File: src/rtl/mult_iter_if.sv
// Operand/result handshake bundle for the iterative multiplier.
interface mult_iter_if #(
    parameter int W = 8
);
    logic             in_valid;
    logic             in_ready;
    logic [W-1:0]     x;
    logic [W-1:0]     y;
    logic             sgn;
    logic             out_valid;
    logic             out_ready;
    logic [2*W-1:0]   p;

    modport master (
        output in_valid, x, y, sgn, out_ready,
        input  in_ready, out_valid, p
    );

    modport slave (
        input  in_valid, x, y, sgn, out_ready,
        output in_ready, out_valid, p
    );
endinterface

File: src/rtl/mult_iter.sv
// Iterative shift-add multiplier retiring BPC multiplier bits per cycle,
// signed (two's complement) or unsigned, with a valid/ready handshake.
module mult_iter #(
    parameter int W   = 8,
    parameter int BPC = 2
) (
    input  logic       clk,
    input  logic       rst_n,
    mult_iter_if.slave bus
);
    localparam int N  = W / BPC;
    localparam int CW = (N > 1) ? $clog2(N) : 1;

    generate
        if ((W < 2) || (BPC < 1) || ((W % BPC) != 0)) begin : g_bad_cfg
            $error("mult_iter: illegal W/BPC configuration");
        end
    endgenerate

    typedef enum logic [1:0] {
        IDLE = 2'd0,
        RUN  = 2'd1,
        DONE = 2'd2
    } state_e;

    state_e           state_q, state_d;
    logic [CW-1:0]    cnt_q, cnt_d;
    logic [2*W-1:0]   acc_q, acc_d;
    logic [2*W-1:0]   mcand_q, mcand_d;
    logic [W-1:0]     mplier_q, mplier_d;
    logic             sgn_q, sgn_d;
    logic [2*W-1:0]   p_q, p_d;
    logic             in_ready_q, in_ready_d;
    logic             out_valid_q, out_valid_d;
    logic [2*W-1:0]   sum_s;
    logic [2*W-1:0]   term_s;
    logic             last_s;

    assign last_s = (cnt_q == CW'(N - 1));

    // Partial sum for this cycle; in signed mode the multiplier MSB carries negative weight.
    always_comb begin
        sum_s  = acc_q;
        term_s = '0;
        for (int j = 0; j < BPC; j++) begin
            term_s = mcand_q << j;
            if (mplier_q[j]) begin
                if (sgn_q && last_s && (j == BPC - 1)) begin
                    sum_s = sum_s - term_s;
                end else begin
                    sum_s = sum_s + term_s;
                end
            end else begin
                sum_s = sum_s;
            end
        end
    end

    // Next-state and datapath update for the IDLE/RUN/DONE controller.
    always_comb begin
        state_d     = state_q;
        cnt_d       = cnt_q;
        acc_d       = acc_q;
        mcand_d     = mcand_q;
        mplier_d    = mplier_q;
        sgn_d       = sgn_q;
        p_d         = p_q;
        in_ready_d  = in_ready_q;
        out_valid_d = out_valid_q;
        case (state_q)
            IDLE: begin
                if (bus.in_valid) begin
                    state_d    = RUN;
                    cnt_d      = '0;
                    acc_d      = '0;
                    mcand_d    = {{W{bus.sgn & bus.x[W-1]}}, bus.x};
                    mplier_d   = bus.y;
                    sgn_d      = bus.sgn;
                    in_ready_d = 1'b0;
                end else begin
                    state_d = IDLE;
                end
            end
            RUN: begin
                acc_d    = sum_s;
                mcand_d  = mcand_q << BPC;
                mplier_d = mplier_q >> BPC;
                if (last_s) begin
                    state_d     = DONE;
                    cnt_d       = '0;
                    p_d         = sum_s;
                    out_valid_d = 1'b1;
                end else begin
                    cnt_d = cnt_q + CW'(1);
                end
            end
            DONE: begin
                // Consumption returns to IDLE; acceptance is only possible from the next cycle.
                if (bus.out_ready) begin
                    state_d     = IDLE;
                    out_valid_d = 1'b0;
                    in_ready_d  = 1'b1;
                end else begin
                    state_d = DONE;
                end
            end
            default: begin
                state_d     = IDLE;
                in_ready_d  = 1'b1;
                out_valid_d = 1'b0;
            end
        endcase
    end

    // State and datapath registers with synchronous active-low reset.
    always_ff @(posedge clk) begin
        if (!rst_n) begin
            state_q     <= IDLE;
            cnt_q       <= '0;
            acc_q       <= '0;
            mcand_q     <= '0;
            mplier_q    <= '0;
            sgn_q       <= 1'b0;
            p_q         <= '0;
            in_ready_q  <= 1'b1;
            out_valid_q <= 1'b0;
        end else begin
            state_q     <= state_d;
            cnt_q       <= cnt_d;
            acc_q       <= acc_d;
            mcand_q     <= mcand_d;
            mplier_q    <= mplier_d;
            sgn_q       <= sgn_d;
            p_q         <= p_d;
            in_ready_q  <= in_ready_d;
            out_valid_q <= out_valid_d;
        end
    end

    assign bus.in_ready  = in_ready_q;
    assign bus.out_valid = out_valid_q;
    assign bus.p         = p_q;
endmodule

File: src/flat_wrapper.sv
// flat-port wrapper written by rule: the top's interface ports become plain ports
module mult_iter_flat 
#(
    parameter int W   = 8,
    parameter int BPC = 2
)
  (clk, rst_n, bus_in_valid, bus_x, bus_y, bus_sgn, bus_out_ready, bus_in_ready, bus_out_valid, bus_p);
  mult_iter_if #(.W(W)) bus_i ();
  input  logic clk;
  input  logic rst_n;
  input wire logic [$bits(bus_i.in_valid)-1:0] bus_in_valid;
  input wire logic [$bits(bus_i.x)-1:0] bus_x;
  input wire logic [$bits(bus_i.y)-1:0] bus_y;
  input wire logic [$bits(bus_i.sgn)-1:0] bus_sgn;
  input wire logic [$bits(bus_i.out_ready)-1:0] bus_out_ready;
  output wire logic [$bits(bus_i.in_ready)-1:0] bus_in_ready;
  output wire logic [$bits(bus_i.out_valid)-1:0] bus_out_valid;
  output wire logic [$bits(bus_i.p)-1:0] bus_p;
  assign bus_i.in_valid = bus_in_valid;
  assign bus_i.x = bus_x;
  assign bus_i.y = bus_y;
  assign bus_i.sgn = bus_sgn;
  assign bus_i.out_ready = bus_out_ready;
  assign bus_in_ready = bus_i.in_ready;
  assign bus_out_valid = bus_i.out_valid;
  assign bus_p = bus_i.p;
  mult_iter #(.W(W), .BPC(BPC)) u_core (.clk(clk), .rst_n(rst_n), .bus(bus_i));
endmodule
File: config.mk
export PLATFORM = sky130hd
export DESIGN_NAME = mult_iter_flat
export DESIGN_NICKNAME = d
export VERILOG_FILES = /design/src/rtl/mult_iter_if.sv /design/src/rtl/mult_iter.sv /design/src/flat_wrapper.sv
export SDC_FILE = /design/constraint.sdc
export NUM_CORES = 1
export LEC_CHECK = 0
export CORE_UTILIZATION = 64
export DETAILED_ROUTE_END_ITERATION = 8
export PLACE_DENSITY = 0.85
export SETUP_SLACK_MARGIN = 0.05
export SKIP_LAST_GASP = 1
export SLEW_MARGIN = 20
export SYNTH_ARGS = -nofsm -noshare
export SYNTH_HDL_FRONTEND = slang
export SYNTH_SLANG_ARGS = --single-unit
export TNS_END_PERCENT = 30
File: constraint.sdc
create_clock -name clk -period 9.9 [get_ports clk]
set_input_delay 1.98 -clock clk [delete_from_list [all_inputs] [get_ports clk]]
set_output_delay 1.98 -clock clk [all_outputs]
set_load 0.02 [all_outputs]
==> flow_summary.json <==
{
  "synth_area_leaders": "dfxtp_1, ha_1, nand2_1",
  "synth_flop_cell": "dfxtp_1",
  "start_util": 0.670,
  "tightest_slew_ns": 1.05,
  "syn_avg_cell_area_um2": 8.05,
  "cts_buffer_depth": 2,
  "hold_path_depth": 2,
  "rows": 30,
  "path_clk_slew_ns": 0.08,
  "synthSimpleGateAreaFrac": 0.192,
  "power.density_nw_per_um2": 140,
  "synth_top_family_by_area": "compound AO/OA/AOI/OAI gates",
  "rsz0062_at_grt": "no",
  "insertion_delay_ns": 0.36,
  "synth_async_sr_flop_share": 0,
  "synth-xor-area-share": 0.0685,
  "arrival_ns": 4.68,
  "drt_pass1_iterations": 6,
  "wirelength_mm": 12.6,
  "die_h_um": 86.8,
  "finalSetupTns_ns": 0,
  "yosys.area.top_type": "dfxtp_1",
  "reg2reg_to": "u_core.acc_q[14]",
  "fmax_mhz": 225,
  "finalSetupViolCount": 0,
  "netlist_area_um2": 4610,
  "num_io_pins": 39,
  "wl_per_cell_um": 18.2,
  "synth.area.mux_share": 0.0486,
  "hp-class": "flip-flop to flip-flop",
  "vias": 4425,
  "cts.repair.resized": 0,
  "hold_viol": 0,
  "cts_num_sinks": 63,
  "die_w_um": 86.8,
  "finalCritPeriodShare": 0.450,
  "synth_compound_area_frac": 0.280,
  "fp.dieArea_um2": 7540,
  "r2r_start": "u_core.mcand_q[0]",
  "status": "complete, no violations",
  "grt_use_total": 0.353,
  "stdcell_area_um2": 5200,
  "yosys.area.top_type_share": 0.274,
  "r2r_slack_ns": 5.45,
  "antenna_found_initial": 0,
  "dpl_cell_area_um2": 5000,
  "grt_pass1_vias": 3960,
  "crit_path_start_kind": "flip-flop",
  "final.setup_skew_ns": 0.00955,
  "worstSetupStartpoint": "u_core.mcand_q[0]",
  "synth_edf_count": 0,
  "post_cts_buffers": 0,
  "cts-root-buf": "clkbuf_8",
  "period_needed_ns": 4.45,
  "max-vdd-ir-drop_mv": 0.119,
  "crit_type": "flip-flop to flip-flop",
  "ys_seq_elements": 63,
  "whs_ns": 0.472,
  "final_common_cell": "nand2_1",
  "layout_common_cells": "nand2_1, dfxtp_1, nor2_1",
  "drtIter0Drc": 576,
  "syn_to_final_growth_pct": 13.0,
  "drc": 0,
  "cts_buffers": 9,
  "cts_tree": "yes",
  "hold_buffers": 0,
  "drv_cap": 0,
  "layout.nets": 648,
  "slew_headroom": 0.295,
  "finalMaxSlewViolations": 0,
  "htreeDepth": 3,
  "rr_worst_depth": 17,
  "synth_nets": 626,
  "vias_per_cell": 6.37,
  "core_um2": 6870,
  "layout-drive-gt1-share": 0.0651,
  "critPathMaxFanout": 5,
  "worstSetupEndpoint": "u_core.acc_q[14]",
  "gp_routability_congestion": 0.994,
  "antenna_left": 0,
  "grt_pass1_wl_mm": 20.1,
  "worstPathRequired_ns": 10.13,
  "syn-instance-count": 572,
  "numPortBuffers": 38,
  "ys_seq_area_frac": 0.274,
  "dp_hpwl_mm": 9.15,
  "grt_max_degree": 61,
  "p_total_w": 0.000729,
  "synth_warnings": 0,
  "grt-ovfl-total": 0,
  "synth-adder-area-share": 0.0929,
  "diodes": 0,
  "ys_types": 65,
  "p_leak_nw": 2.26,
  "crit_path_end_kind": "flip-flop"
}
==> flip-flops by register name (all words and copies together) (netlist names), 2 cells and up <==
register         flops
u_core.mcand_q      16
u_core.state_q       2
u_core.mplier_q      8
u_core.cnt_q         2
u_core.bus.p        16
u_core.acc_q        16
==> through the flow <==
| step | setup WS, ns | instances | util |
|---|---|---|---|
| final | 5.45 | 695 | 0.758 |
| after global routing | 5.17 | 695 | 0.758 |
| after CTS | 5.54 | 695 | 0.758 |
| after detailed placement | 5.57 | 679 | 0.728 |
| after global placement | 5.67 | 679 | 0.728 |
| after floorplan | 5.97 | 572 | - |
==> layout make-up <==
type / count / area [um^2]
clock buffers: 10 / 138
clock inverters: 6 / 70.1
fillers: 514 / 1660
inverters: 18 / 67.6
multi-input cells: 460 / 3140
flip-flops and latches: 63 / 1260
well taps: 96 / 120
repair buffers: 42 / 410
==> metal layers <==
metal  vias up  track usage  wire length [um]
li1       2115            -                 -
met1      2051        0.499              5670
met2       231        0.535              5400
met3        28       0.0714              1300
met4         0        0.114               260
met5         -            0                 0
==> worst min-delay path by stage <==
stage,start,end,slack [ns]
4_1_cts,u_core.bus.p[1],u_core.bus.p[1],0.47
3_5_place_dp,u_core.bus.p[1],u_core.bus.p[1],0.46
6_report,u_core.bus.p[3],u_core.bus.p[3],0.47
2_1_floorplan,u_core.acc_q[15],u_core.acc_q[15],0.45
3_3_place_gp,u_core.bus.p[3],u_core.bus.p[3],0.45
5_1_grt,u_core.bus.p[3],u_core.bus.p[3],0.49
==> critical path, cell delays in order (launching register included) <==
cell and delay, ns:
dfxtp_1 0.36, ha_1 0.24, fa_1 0.41, a21o_1 0.18
a21o_1 0.21, a21o_1 0.22, a21oi_1 0.18, xnor2_1 0.08
mux2_2 0.29, ha_1 0.36, o21ai_0 0.12, nand2b_1 0.10
a21oi_1 0.09, a211oi_1 0.46, o21ai_0 0.25, xnor2_1 0.17
a221oi_1 0.49, o21ai_0 0.14
==> report_power, final <==
| part | switching [W] | internal (W) | leakage, nW |
|---|---|---|---|
| registers | 0.0000235 | 0.000264 | 0.513 |
| logic | 0.000115 | 0.0000913 | 1.65 |
| clock network | 0.000111 | 0.000124 | 0.0947 |
| total | 0.000250 | 0.000479 | 2.26 |
==> cells in the mapped netlist, types with 14 or more instances <==
cell      instances
ha_1             31
clkbuf_1         23
xnor2_1          24
nor2_1           44
a21oi_1          40
inv_1            17
o21ai_0          42
a21boi_0         15
a22oi_1          14
nor2b_1          15
dfxtp_1          63
nand2_1          66
==> kinds of logic (layout without fill, tap and decap cells) <==
logic type | Yosys count | after routing
AOI/OAI and AO/OA | 190 | 190
and+or+nand+nor | 180 | 180
DFF | 63 | 63
buffers and inverters | 49 | 76
xor gates and xnor gates | 36 | 36
adders and majority gates | 33 | 33
muxes | 21 | 21
Power figures use the tool's default switching activity.
